$ cat config.mk
export PLATFORM = sky130hd
export DESIGN_NAME = ifetch_imc
export DESIGN_NICKNAME = d
export VERILOG_FILES = /design/src/rtl/ifetch_imc.sv
export SDC_FILE = /design/constraint.sdc
export NUM_CORES = 1
export LEC_CHECK = 0
export CAP_MARGIN = 40
export CORE_AREA = 2 2 241 303
export CTS_BUF_LIST = sky130_fd_sc_hd__clkbuf_4 sky130_fd_sc_hd__clkbuf_8
export CTS_CLUSTER_DIAMETER = 200
export DETAILED_ROUTE_END_ITERATION = 8
export DIE_AREA = 0 0 243 305
export PLACE_DENSITY = 0.59
export SYNTH_ARGS = -nofsm -noshare
export SYNTH_HDL_FRONTEND = slang
export SYNTH_SLANG_ARGS = --single-unit
$ cat constraint.sdc
create_clock -name clk -period 4.3 [get_ports clk]
set_clock_uncertainty 0.2 [all_clocks]
set_input_delay 0.86 -clock clk [delete_from_list [all_inputs] [get_ports clk]]
set_output_delay 0.86 -clock clk [all_outputs]
set_load 0.05 [all_outputs]
$ cat src/rtl/ifetch_imc.sv
// Instruction memory controller: credit-limited fetch request forwarding,
// in-order response FIFO toward ifetch, and flush-driven discard of stale responses.
module ifetch_imc #(
    parameter int XLEN            = 32,
    parameter int IFETCHW         = 128,
    parameter int MAX_OUTSTANDING = 4,
    parameter int RESP_DEPTH      = 4
) (
    input  logic               clk,
    input  logic               arst,
    input  logic               im_addr_val,
    output logic               im_addr_rdy,
    input  logic [XLEN-1:0]    im_addr,
    input  logic               im_flush_val,
    output logic               im_rdata_val,
    input  logic               im_rdata_rdy,
    output logic [IFETCHW-1:0] im_rdata,
    output logic               im_rdata_err,
    output logic               mem_req_val,
    input  logic               mem_req_rdy,
    output logic [XLEN-1:0]    mem_req_addr,
    input  logic               mem_rsp_val,
    input  logic [IFETCHW-1:0] mem_rsp_data,
    input  logic               mem_rsp_err,
    output logic               imc_busy
);
    localparam int IW = $clog2(MAX_OUTSTANDING + 1);
    localparam int FW = $clog2(RESP_DEPTH + 1);
    localparam int PW = (RESP_DEPTH > 1) ? $clog2(RESP_DEPTH) : 1;
    localparam int SW = ((IW > FW) ? IW : FW) + 1;
    localparam int EW = IFETCHW + 1;

    logic [IW-1:0] inflight_reg, inflight_next;
    logic [IW-1:0] discard_reg, discard_next;
    logic [FW-1:0] fcnt_reg, fcnt_next;
    logic [PW-1:0] wr_ptr_reg, wr_ptr_next;
    logic [PW-1:0] rd_ptr_reg, rd_ptr_next;
    logic [EW-1:0] fifo_mem [RESP_DEPTH];

    logic [IW-1:0] live;
    logic [SW-1:0] occupancy;
    logic          credit_ok, req_acc, drop, push, pop;

    function automatic logic [PW-1:0] ptr_inc(input logic [PW-1:0] p);
        return (p == PW'(RESP_DEPTH - 1)) ? '0 : p + PW'(1);
    endfunction

    // Every live request must already own a FIFO slot, because responses cannot be stalled.
    assign live      = inflight_reg - discard_reg;
    assign occupancy = SW'(live) + SW'(fcnt_reg);
    assign credit_ok = !arst && (inflight_reg < IW'(MAX_OUTSTANDING))
                             && (occupancy < SW'(RESP_DEPTH));

    assign mem_req_val  = im_addr_val & credit_ok;
    assign mem_req_addr = im_addr;
    assign im_addr_rdy  = mem_req_rdy & credit_ok;
    assign req_acc      = im_addr_val & im_addr_rdy;

    assign drop = mem_rsp_val & ((discard_reg != '0) | im_flush_val);
    assign push = mem_rsp_val & ~drop;

    assign im_rdata_val = (fcnt_reg != '0);
    assign pop          = im_rdata_val & im_rdata_rdy;
    assign {im_rdata_err, im_rdata} = fifo_mem[rd_ptr_reg];
    assign imc_busy     = (inflight_reg != '0) | (fcnt_reg != '0);

    always_comb begin
        inflight_next = inflight_reg + IW'(req_acc) - IW'(mem_rsp_val);
        discard_next  = discard_reg;
        fcnt_next     = fcnt_reg;
        wr_ptr_next   = wr_ptr_reg;
        rd_ptr_next   = rd_ptr_reg;
        if (im_flush_val) begin
            // A request accepted in the flush cycle is post-flush and is not counted here.
            discard_next = inflight_reg - IW'(mem_rsp_val);
            fcnt_next    = '0;
            wr_ptr_next  = '0;
            rd_ptr_next  = '0;
        end else begin
            if (drop)
                discard_next = discard_reg - IW'(1);
            if (push)
                wr_ptr_next = ptr_inc(wr_ptr_reg);
            if (pop)
                rd_ptr_next = ptr_inc(rd_ptr_reg);
            fcnt_next = fcnt_reg + FW'(push) - FW'(pop);
        end
    end

    always_ff @(posedge clk or posedge arst) begin
        if (arst) begin
            inflight_reg <= '0;
            discard_reg  <= '0;
            fcnt_reg     <= '0;
            wr_ptr_reg   <= '0;
            rd_ptr_reg   <= '0;
        end else begin
            inflight_reg <= inflight_next;
            discard_reg  <= discard_next;
            fcnt_reg     <= fcnt_next;
            wr_ptr_reg   <= wr_ptr_next;
            rd_ptr_reg   <= rd_ptr_next;
        end
    end

    // Storage needs no reset: contents are only visible while fcnt is non-zero.
    always_ff @(posedge clk) begin
        if (push)
            fifo_mem[wr_ptr_reg] <= {mem_rsp_err, mem_rsp_data};
    end

    always_ff @(posedge clk) begin
        if (!arst && push)
            assert (fcnt_reg < FW'(RESP_DEPTH));
    end
endmodule

Word-level counts from Yosys, hierarchy flattened
Memory sizes are Yosys's and may differ from the RTL's.
Index checks and enable logic that the tools add are counted.
{ "op_classes": {"addsub": 10, "mul": 0, "div_mod_pow": 0, "order_cmp": 2, "n_eq_ne": 2, "n_shift": 0, "mux": 11, "bitwise_logic": 9, "reduce_logical": 9} }
{ "ops": {"columns": ["op", "count"], "rows": [
  ["$mux 2", 6],
  ["$mux 3", 3],
  ["$reduce_bool 3->1", 3],
  ["$sub 3x1->3", 3],
  ["$add 3x1->3", 2],
  ["$and 1x1->1", 6],
  ["$reduce_bool 2->1", 3],
  ["$add 2x1->2 const B", 2],
  ["$add 3x3->4", 1],
  ["$eq 2x2->1 const B", 2],
  ["$lt 4x3->1 const B", 1],
  ["$lt 3x3->1 const B", 1],
  ["$sub 3x1->3 const B", 1],
  ["$sub 3x3->3", 1],
  ["$logic_and 1x1->1", 2],
  ["$mux 1", 2],
  ["$or 1x1->1", 2],
  ["$logic_not 1->1", 1],
  ["$not 1->1", 1]
]} }
{ "totals": {"ff_bits": 13, "latch_bits": 0, "ram_bits": 516, "rom_bits": 0, "input_bits": 168, "output_inout_bits": 165, "elab_cells": 49, "memories": 1} }
{ "mem_list": {"columns": ["name", "depth", "width", "read_ports", "rd_clocked_by_memory_dff", "write_ports", "line", "rtl"], "rows": [
  ["fifo_mem", 4, 129, 1, 0, 1, "38", "logic [EW-1:0] fifo_mem [RESP_DEPTH];"]
]} }

Logic depth before layout (Yosys ltp)
{ "logic_depth": {"ltp_word": 8, "depth_mapped": 17, "depth_no_buf": 17} }

Worst setup path after synthesis
Ideal clock, no wire load.
{ "synth_timing": {"path_type": "input-to-reg", "startpoint": "input mem_rsp_val", "endpoint": "memory fifo_mem[0][0] in the netlist's numbering (enable)", "setup_time_ns": 0.504, "arrival_ns": 4.190, "required_time_ns": 3.596, "slack_ns": -0.593, "cell_stages": 3, "n_path_buf": 0, "cell_sequence": "nand3b_1 -> nor2_1 -> and2_1"} }
{ "synth_via": {"elab_chain_len": 5} }
{ "synth_lines": {"columns": ["element", "line", "rtl"], "rows": [
  ["start: declaration", "22", "input logic mem_rsp_val,"],
  ["$and 1x1->1", "59", "assign drop = mem_rsp_val & ((discard_reg != '0) | im_flush_val);"],
  ["$not 1->1", "60", "assign push = mem_rsp_val & ~drop;"],
  ["$and 1x1->1 *", "60", null],
  ["$mux 1 *", "108", "if (push)"],
  ["$mux 1 (not written as such) *", "109", "fifo_mem[wr_ptr_reg] <= {mem_rsp_err, mem_rsp_data};"],
  ["end: declaration", "38", null]
]} }
Mark *: on every way between the ends. The rest lies on a longest branch, timed or not.

Worst setup path after layout
{ "layout_timing": {"startpoint": "register inflight_reg[0]", "endpoint": "output mem_req_val"} }
{ "layout_via": {"elab_chain_len": 5, "word_cells_on_any_way": 7, "classes_between": "2 x add/sub; 2 x order compare; 1 x bitwise; 2 x reduce/logical"} }
{ "layout_lines": {"columns": ["element", "line", "rtl"], "rows": [
  ["start: declaration", "33", "logic [IW-1:0] inflight_reg, inflight_next;"],
  ["start signal: assignment", "98", "inflight_reg <= inflight_next;"],
  ["$sub 3x3->3", "49", "assign live = inflight_reg - discard_reg;"],
  ["$add 3x3->4", "50", "assign occupancy = SW'(live) + SW'(fcnt_reg);"],
  ["$lt 4x3->1", "52", "&& (occupancy < SW'(RESP_DEPTH));"],
  ["$logic_and 1x1->1 *", "52", null],
  ["$and 1x1->1 *", "54", "assign mem_req_val = im_addr_val & credit_ok;"],
  ["end: declaration", "19", "output logic mem_req_val,"]
]} }
Marks and branches as above.

==> reports/results.ini <==
[synthesis]
synthesis.nets = 989
syn_area_mm2 = 0.0198
synth-edff-count = 516
synth_cells = 802
synth.most_common_cell = edfxtp_1
synthTopCellsByCount = 516 x edfxtp_1, 129 x mux4_2, 35 x buf_4
yosysSeqAreaShare = 0.798
synth-seq-cells = 529
synth_top_cells_by_area = edfxtp_1 78%, mux4_2 15%, dfrtp_1 1.6%
yosys.area.top_type_share = 0.782
async_flop_share = 0.0246
avgSynthCellArea_um2 = 24.7
netlist.top_cell.by_area = edfxtp_1
synthFlopType = edfxtp_1
yosys_warnings = 0
ys_types = 33

[clocking]
cts_buffers = 85
insertion_delay_ns = 0.65
h-tree-depth = 3
cts-root-buf = clkbuf_8
clock-sinks = 529
clk_path_buf_depth = 3
cts_tree = done
clkTransAtPathRegs_ns = 0.06

[timing]
finalCriticalPeriod_ns = 4.05
slew_headroom = 0.551
fmaxAchievable_mhz = 247
fin_setup_tns_ns = 0
tightest_slew_ns = 0.671
drv_slew = 0
rsz0062_at_grt = false
fin_crit_sh = 0.942
setup_violations = 0
hold_viol_final = 0

[setup_path]
cp_top_family = adder cells
crit_slowest_cell = dfrtp_1
cp.arrival_ns = 2.99
critPathKind = reg -> out
crit_buf_inv = 3
path_max_fanout = 3
cp.required_ns = 3.24
end_kind = output port
worstSetupStartpointType = flip-flop
crit_chain = inv_1 > ha_1 > inv_1 > fa_1 > xor2_1 > xnor2_1 > ha_1 > nor4_1 > o211a_1 > and2_1 > buf_4
cpPeakStageDelay_ns = 0.39

[floorplan]
pin_count = 333
rows = 110
core_mm2 = 0.0713
die_h_um = 305
die_w_um = 243
die_area_mm2 = 0.0741
start_util = 0.278

[finish]
area_delta_synth_final_pct = 28.9
multi_input_area_mm2 = 0.00349
fin_util = 0.358
drive_gt1_frac = 0.261
regMostFlops = fifo_mem
final.fill_count = 6670
largest_reg_flops = 516
fin_nets = 1330
final-seq-area_mm2 = 0.0158

[grt]
overflow = 0
grt_use_total = 0.115
grt_max_degree = 65
grt_pass1_vias = 10167
grt_pass1_wl_mm = 63.4
grt_antenna_before_repair = 5

[placed_design]
place.gp.congestion = 0.705
port_buffers = 268
dp_hpwl_mm = 26.4

[pwr]
peakVddDrop_uv = 381
leakagePower_nw = 8.29
powerDensity_mw_per_mm2 = 550

[routing]
wl_mm = 42.2
dr.pass1.iters = 4
wl_per_cell_um = 19.5
via_per_inst = 4.26
vias = 9232
initialDrtViolationCount = 473
drc_errors = 0
detail-route-antenna-nets = 0

[flow_run]
drv_cap = 0

[status]
status = completed

[hold_path]
hold_path.class = in -> async

cells by family (layout without fill, tap and decap cells):
| group | Yosys count | after routing | synth area share |
|---|---|---|---|
| DFF | 529 | 529 | 0.798 |
| muxes | 132 | 132 | 0.148 |
| buffers and inverters | 77 | 487 | 0.0263 |
| and+or+nand+nor | 30 | 30 | 0.00833 |
| adders and majority gates | 19 | 19 | 0.0131 |
| xor gates and xnor gates | 8 | 8 | 0.00353 |
| AOI/OAI and AO/OA | 7 | 7 | 0.00265 |
| other | 0 | 1 | 0 |
report_power, final:
group          internal [mW]  switching (mW)  leakage (nW)
combinational           1.57            2.33          2.59
clock                   2.28            1.97         0.892
sequential              5.83          0.0838          4.80
total                   9.68            4.38          8.29
metrics by stage:
step           area [um^2]  total power, mW  setup slack [ns]  std cells  hold WS (ns)
2_1_floorplan        19800             8.79             0.846        802         0.295
5_1_grt              25500             14.7          0.000606       2165         0.304
3_5_place_dp         23800             9.99             0.687       2003         0.337
6_report             25500             14.1             0.249       2165         0.303
3_3_place_gp         23800             9.97             0.731       2003         0.321
4_1_cts              25400             14.3          0.000109       2159         0.223
layout make-up:
| type | instances | area share |
|---|---|---|
| inverters | 15 | 0.00220 |
| multi-input cells | 196 | 0.137 |
| well taps | 952 | 0.0466 |
| clock inverters | 47 | 0.0132 |
| repair buffers | 316 | 0.128 |
| diodes | 1 | 0.0000980 |
| clock buffers | 109 | 0.0531 |
| flip-flops and latches | 529 | 0.620 |
final timing paths:
check	slack (ns)	to	depth (start not counted)	start
setup / recovery	0.25	mem_req_val	11	inflight_reg[0]
hold / removal	0.30	inflight_reg[0]	3	arst
setup reg to reg	0.74	inflight_reg[2]	17	inflight_reg[0]
hold reg to reg	0.34	inflight_reg[0]	1	inflight_reg[0]
max in group asynchronous	3.40	rd_ptr_reg[0]	3	arst
min in group clk	0.34	inflight_reg[0]	1	inflight_reg[0]
metal layers:
| layer | up-vias | routed length [um] | track usage |
|---|---|---|---|
| met5 | - | 27 | 0 |
| met4 | 6 | 1370 | 0.0521 |
| met3 | 112 | 3040 | 0.0407 |
| met2 | 263 | 21500 | 0.194 |
| met1 | 4802 | 16200 | 0.130 |
| li1 | 4049 | - | - |
cells in the final DEF, fill, tap and decap left out, drive strengths merged, types with 2 or more instances in the layout:
| master | Yosys | final |
|---|---|---|
| a21oi | 2 | 2 |
| and2 | 6 | 6 |
| buf | 60 | 50 |
| bufinv | 0 | 3 |
| clkbuf | 2 | 109 |
| clkdlybuf4s50 | 0 | 229 |
| clkinv | 0 | 40 |
| dfrtp | 13 | 13 |
| dlygate4sd2 | 0 | 14 |
| dlymetal6s2s | 0 | 23 |
| edfxtp | 516 | 516 |
| fa | 3 | 3 |
| ha | 16 | 16 |
| inv | 15 | 18 |
| mux2i | 3 | 3 |
| mux4 | 129 | 129 |
| nand2 | 2 | 2 |
| nand2b | 3 | 3 |
| nand3 | 3 | 3 |
| nor2 | 8 | 8 |
| nor2b | 2 | 2 |
| xnor2 | 7 | 7 |
worst min-delay path, stage by stage:
cell             delay, ns
clkdlybuf4s50_1       0.39
inv_1                 0.05
buf_4                 0.21
repair_timing:
action                     CTS  global route
hold buffers                 0             0
pin swaps                    0             1
setup endpoints to repair   14            41
setup buffers                0             5
resized for setup           14            24
Power figures use the tool's default switching activity.
